`src/rtl/fdsti_fdssi_seq_arb_if.sv`:
```
// Request/result bundle for the sequential FDSTI/FDSSI arbiter.
// The master side belongs to the requesters and the consumer. The slave side is the arbiter.
interface fdsti_fdssi_seq_arb_if #(
  parameter int O_SAM_WIDTH   = 2,
  parameter int I_FDSTI_WIDTH = 28,
  parameter int I_FDSSI_WIDTH = 12
);
  localparam int N   = 1 << O_SAM_WIDTH;
  localparam int IDW = (O_SAM_WIDTH > 0) ? O_SAM_WIDTH : 1;

  logic                       cfg_en;
  logic [N-1:0]               req_valid;
  logic [N-1:0]               req_wt;
  logic [I_FDSTI_WIDTH*N-1:0] req_fdsti;
  logic [I_FDSSI_WIDTH*N-1:0] req_fdssi;
  logic [N-1:0]               req_grant;
  logic                       out_valid;
  logic                       out_ready;
  logic [IDW-1:0]             out_id;
  logic                       out_wt;
  logic [I_FDSTI_WIDTH-1:0]   out_fdsti;
  logic [I_FDSSI_WIDTH-1:0]   out_fdssi;
  logic                       busy;

  modport master (
    output cfg_en, req_valid, req_wt, req_fdsti, req_fdssi, out_ready,
    input  req_grant, out_valid, out_id, out_wt, out_fdsti, out_fdssi, busy
  );

  modport slave (
    input  cfg_en, req_valid, req_wt, req_fdsti, req_fdssi, out_ready,
    output req_grant, out_valid, out_id, out_wt, out_fdsti, out_fdssi, busy
  );
endinterface

```
`src/rtl/fdsti_fdssi_seq_arb.sv`:
```
// Time-multiplexed FDSTI/FDSSI arbiter. It snapshots the pending requests and scans one requester per cycle
// in round-robin order. It presents the winner on a valid/ready output, then pops the winner with a one-cycle grant.
module fdsti_fdssi_seq_arb #(
  parameter int O_SAM_WIDTH   = 2,
  parameter int I_FDSTI_WIDTH = 28,
  parameter int I_FDSSI_WIDTH = 12
) (
  input logic clk,
  input logic rst_n,
  fdsti_fdssi_seq_arb_if.slave bus
);
  localparam int N   = 1 << O_SAM_WIDTH;
  localparam int IDW = (O_SAM_WIDTH > 0) ? O_SAM_WIDTH : 1;
  localparam logic [IDW-1:0] ID_MASK = IDW'(N - 1);

  typedef enum logic [1:0] {ST_IDLE, ST_SCAN, ST_OUT} state_t;

  state_t                   state_reg, state_next;
  logic [N-1:0]             cand_reg, cand_next;
  logic [IDW-1:0]           cnt_reg, cnt_next;
  logic [IDW-1:0]           rr_ptr_reg, rr_ptr_next;
  logic                     have_best_reg, have_best_next;
  logic [IDW-1:0]           best_id_reg, best_id_next;
  logic                     best_wt_reg, best_wt_next;
  logic [I_FDSTI_WIDTH-1:0] best_fdsti_reg, best_fdsti_next;
  logic [I_FDSSI_WIDTH-1:0] best_fdssi_reg, best_fdssi_next;
  logic                     out_valid_reg, out_valid_next;
  logic [IDW-1:0]           out_id_reg, out_id_next;
  logic                     out_wt_reg, out_wt_next;
  logic [I_FDSTI_WIDTH-1:0] out_fdsti_reg, out_fdsti_next;
  logic [I_FDSSI_WIDTH-1:0] out_fdssi_reg, out_fdssi_next;
  logic [N-1:0]             grant_reg, grant_next;

  logic [I_FDSTI_WIDTH-1:0] fdsti_arr [N];
  logic [I_FDSSI_WIDTH-1:0] fdssi_arr [N];
  logic [IDW-1:0]           scan_idx;

  for (genvar gi = 0; gi < N; gi++) begin : g_unpack
    assign fdsti_arr[gi] = bus.req_fdsti[gi*I_FDSTI_WIDTH +: I_FDSTI_WIDTH];
    assign fdssi_arr[gi] = bus.req_fdssi[gi*I_FDSSI_WIDTH +: I_FDSSI_WIDTH];
  end

  // The mask gives mod-N wrap. With N=1 it pins the index to 0.
  assign scan_idx = (rr_ptr_reg + cnt_reg) & ID_MASK;

  // Weight dominates, then smaller FDSTI, then smaller FDSSI. A full tie is not better.
  function automatic logic better(
    input logic                     wa,
    input logic [I_FDSTI_WIDTH-1:0] ta,
    input logic [I_FDSSI_WIDTH-1:0] sa,
    input logic                     wb,
    input logic [I_FDSTI_WIDTH-1:0] tb,
    input logic [I_FDSSI_WIDTH-1:0] sb
  );
    if (wa != wb) return wa;
    if (ta != tb) return ta < tb;
    return sa < sb;
  endfunction

  always_comb begin
    state_next      = state_reg;
    cand_next       = cand_reg;
    cnt_next        = cnt_reg;
    rr_ptr_next     = rr_ptr_reg;
    have_best_next  = have_best_reg;
    best_id_next    = best_id_reg;
    best_wt_next    = best_wt_reg;
    best_fdsti_next = best_fdsti_reg;
    best_fdssi_next = best_fdssi_reg;
    out_valid_next  = out_valid_reg;
    out_id_next     = out_id_reg;
    out_wt_next     = out_wt_reg;
    out_fdsti_next  = out_fdsti_reg;
    out_fdssi_next  = out_fdssi_reg;
    grant_next      = '0;
    case (state_reg)
      ST_IDLE: begin
        // Hold off while a grant is visible so a popped requester is not re-sampled.
        if (bus.cfg_en && (|bus.req_valid) && (grant_reg == '0)) begin
          cand_next      = bus.req_valid;
          cnt_next       = '0;
          have_best_next = 1'b0;
          state_next     = ST_SCAN;
        end
      end
      ST_SCAN: begin
        if (cand_reg[scan_idx] &&
            (!have_best_reg ||
             better(bus.req_wt[scan_idx], fdsti_arr[scan_idx], fdssi_arr[scan_idx],
                    best_wt_reg, best_fdsti_reg, best_fdssi_reg))) begin
          have_best_next  = 1'b1;
          best_id_next    = scan_idx;
          best_wt_next    = bus.req_wt[scan_idx];
          best_fdsti_next = fdsti_arr[scan_idx];
          best_fdssi_next = fdssi_arr[scan_idx];
        end
        if (cnt_reg == ID_MASK) state_next = ST_OUT;
        else                    cnt_next   = cnt_reg + IDW'(1);
      end
      ST_OUT: begin
        if (!out_valid_reg) begin
          out_valid_next = 1'b1;
          out_id_next    = best_id_reg;
          out_wt_next    = best_wt_reg;
          out_fdsti_next = best_fdsti_reg;
          out_fdssi_next = best_fdssi_reg;
        end else if (bus.out_ready) begin
          grant_next[out_id_reg] = 1'b1;
          rr_ptr_next    = (out_id_reg + IDW'(1)) & ID_MASK;
          out_valid_next = 1'b0;
          state_next     = ST_IDLE;
        end
      end
      default: state_next = ST_IDLE;
    endcase
  end

  always_ff @(posedge clk or negedge rst_n) begin
    if (!rst_n) begin
      state_reg      <= ST_IDLE;
      cand_reg       <= '0;
      cnt_reg        <= '0;
      rr_ptr_reg     <= '0;
      have_best_reg  <= 1'b0;
      best_id_reg    <= '0;
      best_wt_reg    <= 1'b0;
      best_fdsti_reg <= '0;
      best_fdssi_reg <= '0;
      out_valid_reg  <= 1'b0;
      out_id_reg     <= '0;
      out_wt_reg     <= 1'b0;
      out_fdsti_reg  <= '0;
      out_fdssi_reg  <= '0;
      grant_reg      <= '0;
    end else begin
      state_reg      <= state_next;
      cand_reg       <= cand_next;
      cnt_reg        <= cnt_next;
      rr_ptr_reg     <= rr_ptr_next;
      have_best_reg  <= have_best_next;
      best_id_reg    <= best_id_next;
      best_wt_reg    <= best_wt_next;
      best_fdsti_reg <= best_fdsti_next;
      best_fdssi_reg <= best_fdssi_next;
      out_valid_reg  <= out_valid_next;
      out_id_reg     <= out_id_next;
      out_wt_reg     <= out_wt_next;
      out_fdsti_reg  <= out_fdsti_next;
      out_fdssi_reg  <= out_fdssi_next;
      grant_reg      <= grant_next;
    end
  end

  assign bus.req_grant = grant_reg;
  assign bus.out_valid = out_valid_reg;
  assign bus.out_id    = out_id_reg;
  assign bus.out_wt    = out_wt_reg;
  assign bus.out_fdsti = out_fdsti_reg;
  assign bus.out_fdssi = out_fdssi_reg;
  assign bus.busy      = (state_reg != ST_IDLE);

  // A snapshotted requester must hold valid until the round that took it ends.
  for (genvar gi = 0; gi < N; gi++) begin : g_req_hold
    a_req_hold: assert property (@(posedge clk) disable iff (!rst_n)
      (state_reg != ST_IDLE && cand_reg[gi]) |-> bus.req_valid[gi]);
  end

  a_grant_onehot: assert property (@(posedge clk) disable iff (!rst_n) $onehot0(grant_reg));
endmodule

```
`src/flat_wrapper.sv`:
```
// flat-port wrapper written by rule: the top's interface ports become plain ports
module fdsti_fdssi_seq_arb_flat 
#(
  parameter int O_SAM_WIDTH   = 2,
  parameter int I_FDSTI_WIDTH = 28,
  parameter int I_FDSSI_WIDTH = 12
)
  (clk, rst_n, bus_cfg_en, bus_req_valid, bus_req_wt, bus_req_fdsti, bus_req_fdssi, bus_out_ready, bus_req_grant, bus_out_valid, bus_out_id, bus_out_wt, bus_out_fdsti, bus_out_fdssi, bus_busy);
  fdsti_fdssi_seq_arb_if #(.O_SAM_WIDTH(O_SAM_WIDTH), .I_FDSTI_WIDTH(I_FDSTI_WIDTH), .I_FDSSI_WIDTH(I_FDSSI_WIDTH)) bus_i ();
  input logic clk;
  input logic rst_n;
  input wire logic [$bits(bus_i.cfg_en)-1:0] bus_cfg_en;
  input wire logic [$bits(bus_i.req_valid)-1:0] bus_req_valid;
  input wire logic [$bits(bus_i.req_wt)-1:0] bus_req_wt;
  input wire logic [$bits(bus_i.req_fdsti)-1:0] bus_req_fdsti;
  input wire logic [$bits(bus_i.req_fdssi)-1:0] bus_req_fdssi;
  input wire logic [$bits(bus_i.out_ready)-1:0] bus_out_ready;
  output wire logic [$bits(bus_i.req_grant)-1:0] bus_req_grant;
  output wire logic [$bits(bus_i.out_valid)-1:0] bus_out_valid;
  output wire logic [$bits(bus_i.out_id)-1:0] bus_out_id;
  output wire logic [$bits(bus_i.out_wt)-1:0] bus_out_wt;
  output wire logic [$bits(bus_i.out_fdsti)-1:0] bus_out_fdsti;
  output wire logic [$bits(bus_i.out_fdssi)-1:0] bus_out_fdssi;
  output wire logic [$bits(bus_i.busy)-1:0] bus_busy;
  assign bus_i.cfg_en = bus_cfg_en;
  assign bus_i.req_valid = bus_req_valid;
  assign bus_i.req_wt = bus_req_wt;
  assign bus_i.req_fdsti = bus_req_fdsti;
  assign bus_i.req_fdssi = bus_req_fdssi;
  assign bus_i.out_ready = bus_out_ready;
  assign bus_req_grant = bus_i.req_grant;
  assign bus_out_valid = bus_i.out_valid;
  assign bus_out_id = bus_i.out_id;
  assign bus_out_wt = bus_i.out_wt;
  assign bus_out_fdsti = bus_i.out_fdsti;
  assign bus_out_fdssi = bus_i.out_fdssi;
  assign bus_busy = bus_i.busy;
  fdsti_fdssi_seq_arb #(.O_SAM_WIDTH(O_SAM_WIDTH), .I_FDSTI_WIDTH(I_FDSTI_WIDTH), .I_FDSSI_WIDTH(I_FDSSI_WIDTH)) u_core (.clk(clk), .rst_n(rst_n), .bus(bus_i));
endmodule
```
`config.mk`:
```
export PLATFORM = sky130hd
export DESIGN_NAME = fdsti_fdssi_seq_arb_flat
export DESIGN_NICKNAME = d
export VERILOG_FILES = /design/src/rtl/fdsti_fdssi_seq_arb_if.sv /design/src/rtl/fdsti_fdssi_seq_arb.sv /design/src/flat_wrapper.sv
export SDC_FILE = /design/constraint.sdc
export NUM_CORES = 1
export LEC_CHECK = 0
export CORE_ASPECT_RATIO = 0.8
export CORE_MARGIN = 5
export CORE_UTILIZATION = 30
export DETAILED_ROUTE_END_ITERATION = 8
export PLACE_DENSITY = 0.54
export SETUP_SLACK_MARGIN = 0.02
export SLEW_MARGIN = 10
export SYNTH_ARGS = -nofsm -noshare
export SYNTH_HDL_FRONTEND = slang
export SYNTH_SLANG_ARGS = --single-unit
```
`constraint.sdc`:
```
create_clock -name clk -period 7.3 [get_ports clk]
set_input_delay 1.095 -clock clk [delete_from_list [all_inputs] [get_ports clk]]
set_output_delay 1.095 -clock clk [all_outputs]
set_load 0.02 [all_outputs]
```
==> flow_summary.toml <==
[cts]
clk_latency_ns = 0.35
cts.path.max_buffers = 2
postCtsHoldBufs = 0
numCtsBuffers = 9
root_buffer = "clkbuf_16"
clkSinkCount = 102
htree_levels = 3
clk_pin_slew_worst_paths_ns = 0.07
cts_setup_buffers = 0
cts_tree = "done"
postCtsResizedCells = 0

[synthesis]
synth-edff-count = 0
yosys_warnings = 0
ys_async_sr_fraction = 1.000
avgSynthCellArea_um2 = 12.00
ys.flop_type = "dfrtp_1"
synth_cell_type_count = 48
synth_area_mm2 = 0.006765
synth-seq-cells = 102
netlist.area_leader.share = 0.3773
synth_seq_area_share = 0.3773
synth.largest_area_cell = "dfrtp_1"
syn_inst = 564
synth_area_leaders = "dfrtp_1 (38%), mux4_2 (13%), a221o_1 (11%)"
synth_nets = 781

[placed_design]
dpl_cell_area_mm2 = 0.009225
place_inst = 1056
numPortBuffers = 220
gp_congestion = 0.7699
place_ws_ns = 1.731
dpl.hpwl_um = 14680

[die]
die_w_um = 177.9
row_count = 49
core_mm2 = 0.02232
start_util = 0.3032
dieArea_mm2 = 0.02567
fp.dieH_um = 144.3
io_pins = 221

[pwr]
finalPower_mw = 5.721
power.density_mw_per_mm2 = 599.9
ir_drop_uv = 405.0
p_leak_nw = 3.980

[finish]
final_common_cell = "clkdlybuf4s50_1"
final_cell_mix = "clkdlybuf4s50_1 (219), dfrtp_1 (102), a221o_1 (77)"
post-route-util = 0.4273
diodes = 0
drive_gt1_frac = 0.1630
area_delta_synth_final_pct = 40.97
fin_nets = 979
finalNonFillerCells = 1073
final_cell_area_mm2 = 0.009537

[outcome]
status = "finished clean"

[global_routing]
grt_max_degree = 57
grt_pass1_vias = 5978
grt_overflow_total = 0
grt_antenna_before_repair = 0
grt_pass1_wl_um = 32040
grt_usage = 0.1576

[setup_path]
path_class = "flip-flop to flip-flop"
reg2reg_setup_slack_ns = 1.81
cp_cell_sequence = "ha_4 > xnor3_2 > mux4_2 > ha_1 > nand4_1 > or4_4 > a2111oi_4 > o211a_1 > a2bb2oi_4 > nor3_4 > buf_4 > nor2_1 > o2111ai_1"
cpPeakStageDelay_ns = 1.12
r2r_start = "u_core.cnt_reg[0]"
crit_path_end = "u_core.best_id_reg[1]"
arrival_ns = 5.74
cp.required_ns = 7.55
crit_start = "u_core.cnt_reg[0]"
slowest_stage = "xnor3_2"
cp_max_fo = 37
start_kind = "flip-flop"
reg2reg_depth = 13
timing.rr.end = "u_core.best_id_reg[1]"
endpoint_kind = "flip-flop"

[detailed_routing]
postRouteAntennaNets = 0
drt_first_pass_iters = 4
wirelength_um = 20280
num_vias = 5560
drt_iter0_markers = 260
drc_errors = 0
drt-vias-per-instance = 5.182
wl_per_cell_um = 18.90

[sta]
fin_ws_ns = 1.811
worst_pin_slew_ns = 1.072
rsz0062_at_grt = "no"
max_slew_margin = 0.2855
fin_crit_ns = 5.489
min_period_over_period = 0.7519
setup_tns_ns = 0
fmax_ghz = 0.1822
slew_violations = 0
fin_skew_ns = 0.006400
finalSetupViolCount = 0
whs_ns = 0.5097
hold_viol_final = 0

[flow_run]
cap_violations = 0

[worst_hold_path]
hp-class = "flip-flop to flip-flop"
[worst min path at each step]
stage | startpoint | end | slack, ns | cells past startpoint
2_1_floorplan | u_core.best_id_reg[1] | u_core.bus.out_id[1] | 0.46 | 2
3_3_place_gp | u_core.bus.out_fdsti[15] | u_core.bus.out_fdsti[15] | 0.49 | 1
3_5_place_dp | u_core.bus.out_fdssi[5] | u_core.bus.out_fdssi[5] | 0.50 | 1
4_1_cts | u_core.cand_reg[3] | u_core.cand_reg[3] | 0.51 | 1
5_1_grt | u_core.cand_reg[3] | u_core.cand_reg[3] | 0.52 | 1
6_report | u_core.bus.out_fdsti[0] | u_core.bus.out_fdsti[0] | 0.51 | 1
[cell usage after synthesis (5+ instances only)]
cell type / n
inv_1: 45
a221o_1: 77
mux2i_1: 7
mux4_2: 38
nor2b_1: 5
nor2_1: 10
o21ai_0: 17
buf_6: 7
nand4_1: 8
mux2_2: 49
a21oi_1: 12
ha_1: 45
and2_1: 42
nand2_1: 22
buf_2: 5
clkbuf_1: 18
buf_1: 8
dfrtp_1: 102
[per-layer routing]
metal	vias up	wire length, µm	GRT usage
met2	168	9973	0.2755
met1	2795	8814	0.1992
met5	-	0	0
met4	0	178	0.02929
met3	9	1314	0.04130
li1	2588	-	-
[where the power goes]
| group | switching (mW) | total, mW | internal (mW) |
|---|---|---|---|
| sequential | 0.240 | 1.12 | 0.875 |
| clock | 0.218 | 0.483 | 0.265 |
| combinational | 2.13 | 4.12 | 2.00 |
[critical path: cells and delay by family, from the launching register on]
family / cells / cell delay (ns)
AOI/OAI and AO/OA: 4 / 0.85
xor gates and xnor gates: 1 / 1.12
adders and majority gates: 2 / 0.52
buffers and inverters: 1 / 0.45
DFF: 1 / 0.44
muxes: 1 / 0.47
and+or+nand+nor: 4 / 1.50
[cell type report]
cell class	count	area, µm²
well taps	306	382.9
clock inverters	6	62.56
inverters	45	168.9
multi-input cells	379	3891
clock buffers	10	229.0
repair buffers	225	2250
fillers	2125	12780
flip-flops and latches	102	2552
[logic make-up after synthesis]
kind of cell / synth area share
fa+ha+maj: 0.08323
simple gates: 0.09044
xor+xnor: 0.003329
compound gates: 0.1703
flops: 0.3773
mux: 0.2206
buf+inv: 0.05474
Note: power is estimated with default switching activity, not from simulation.
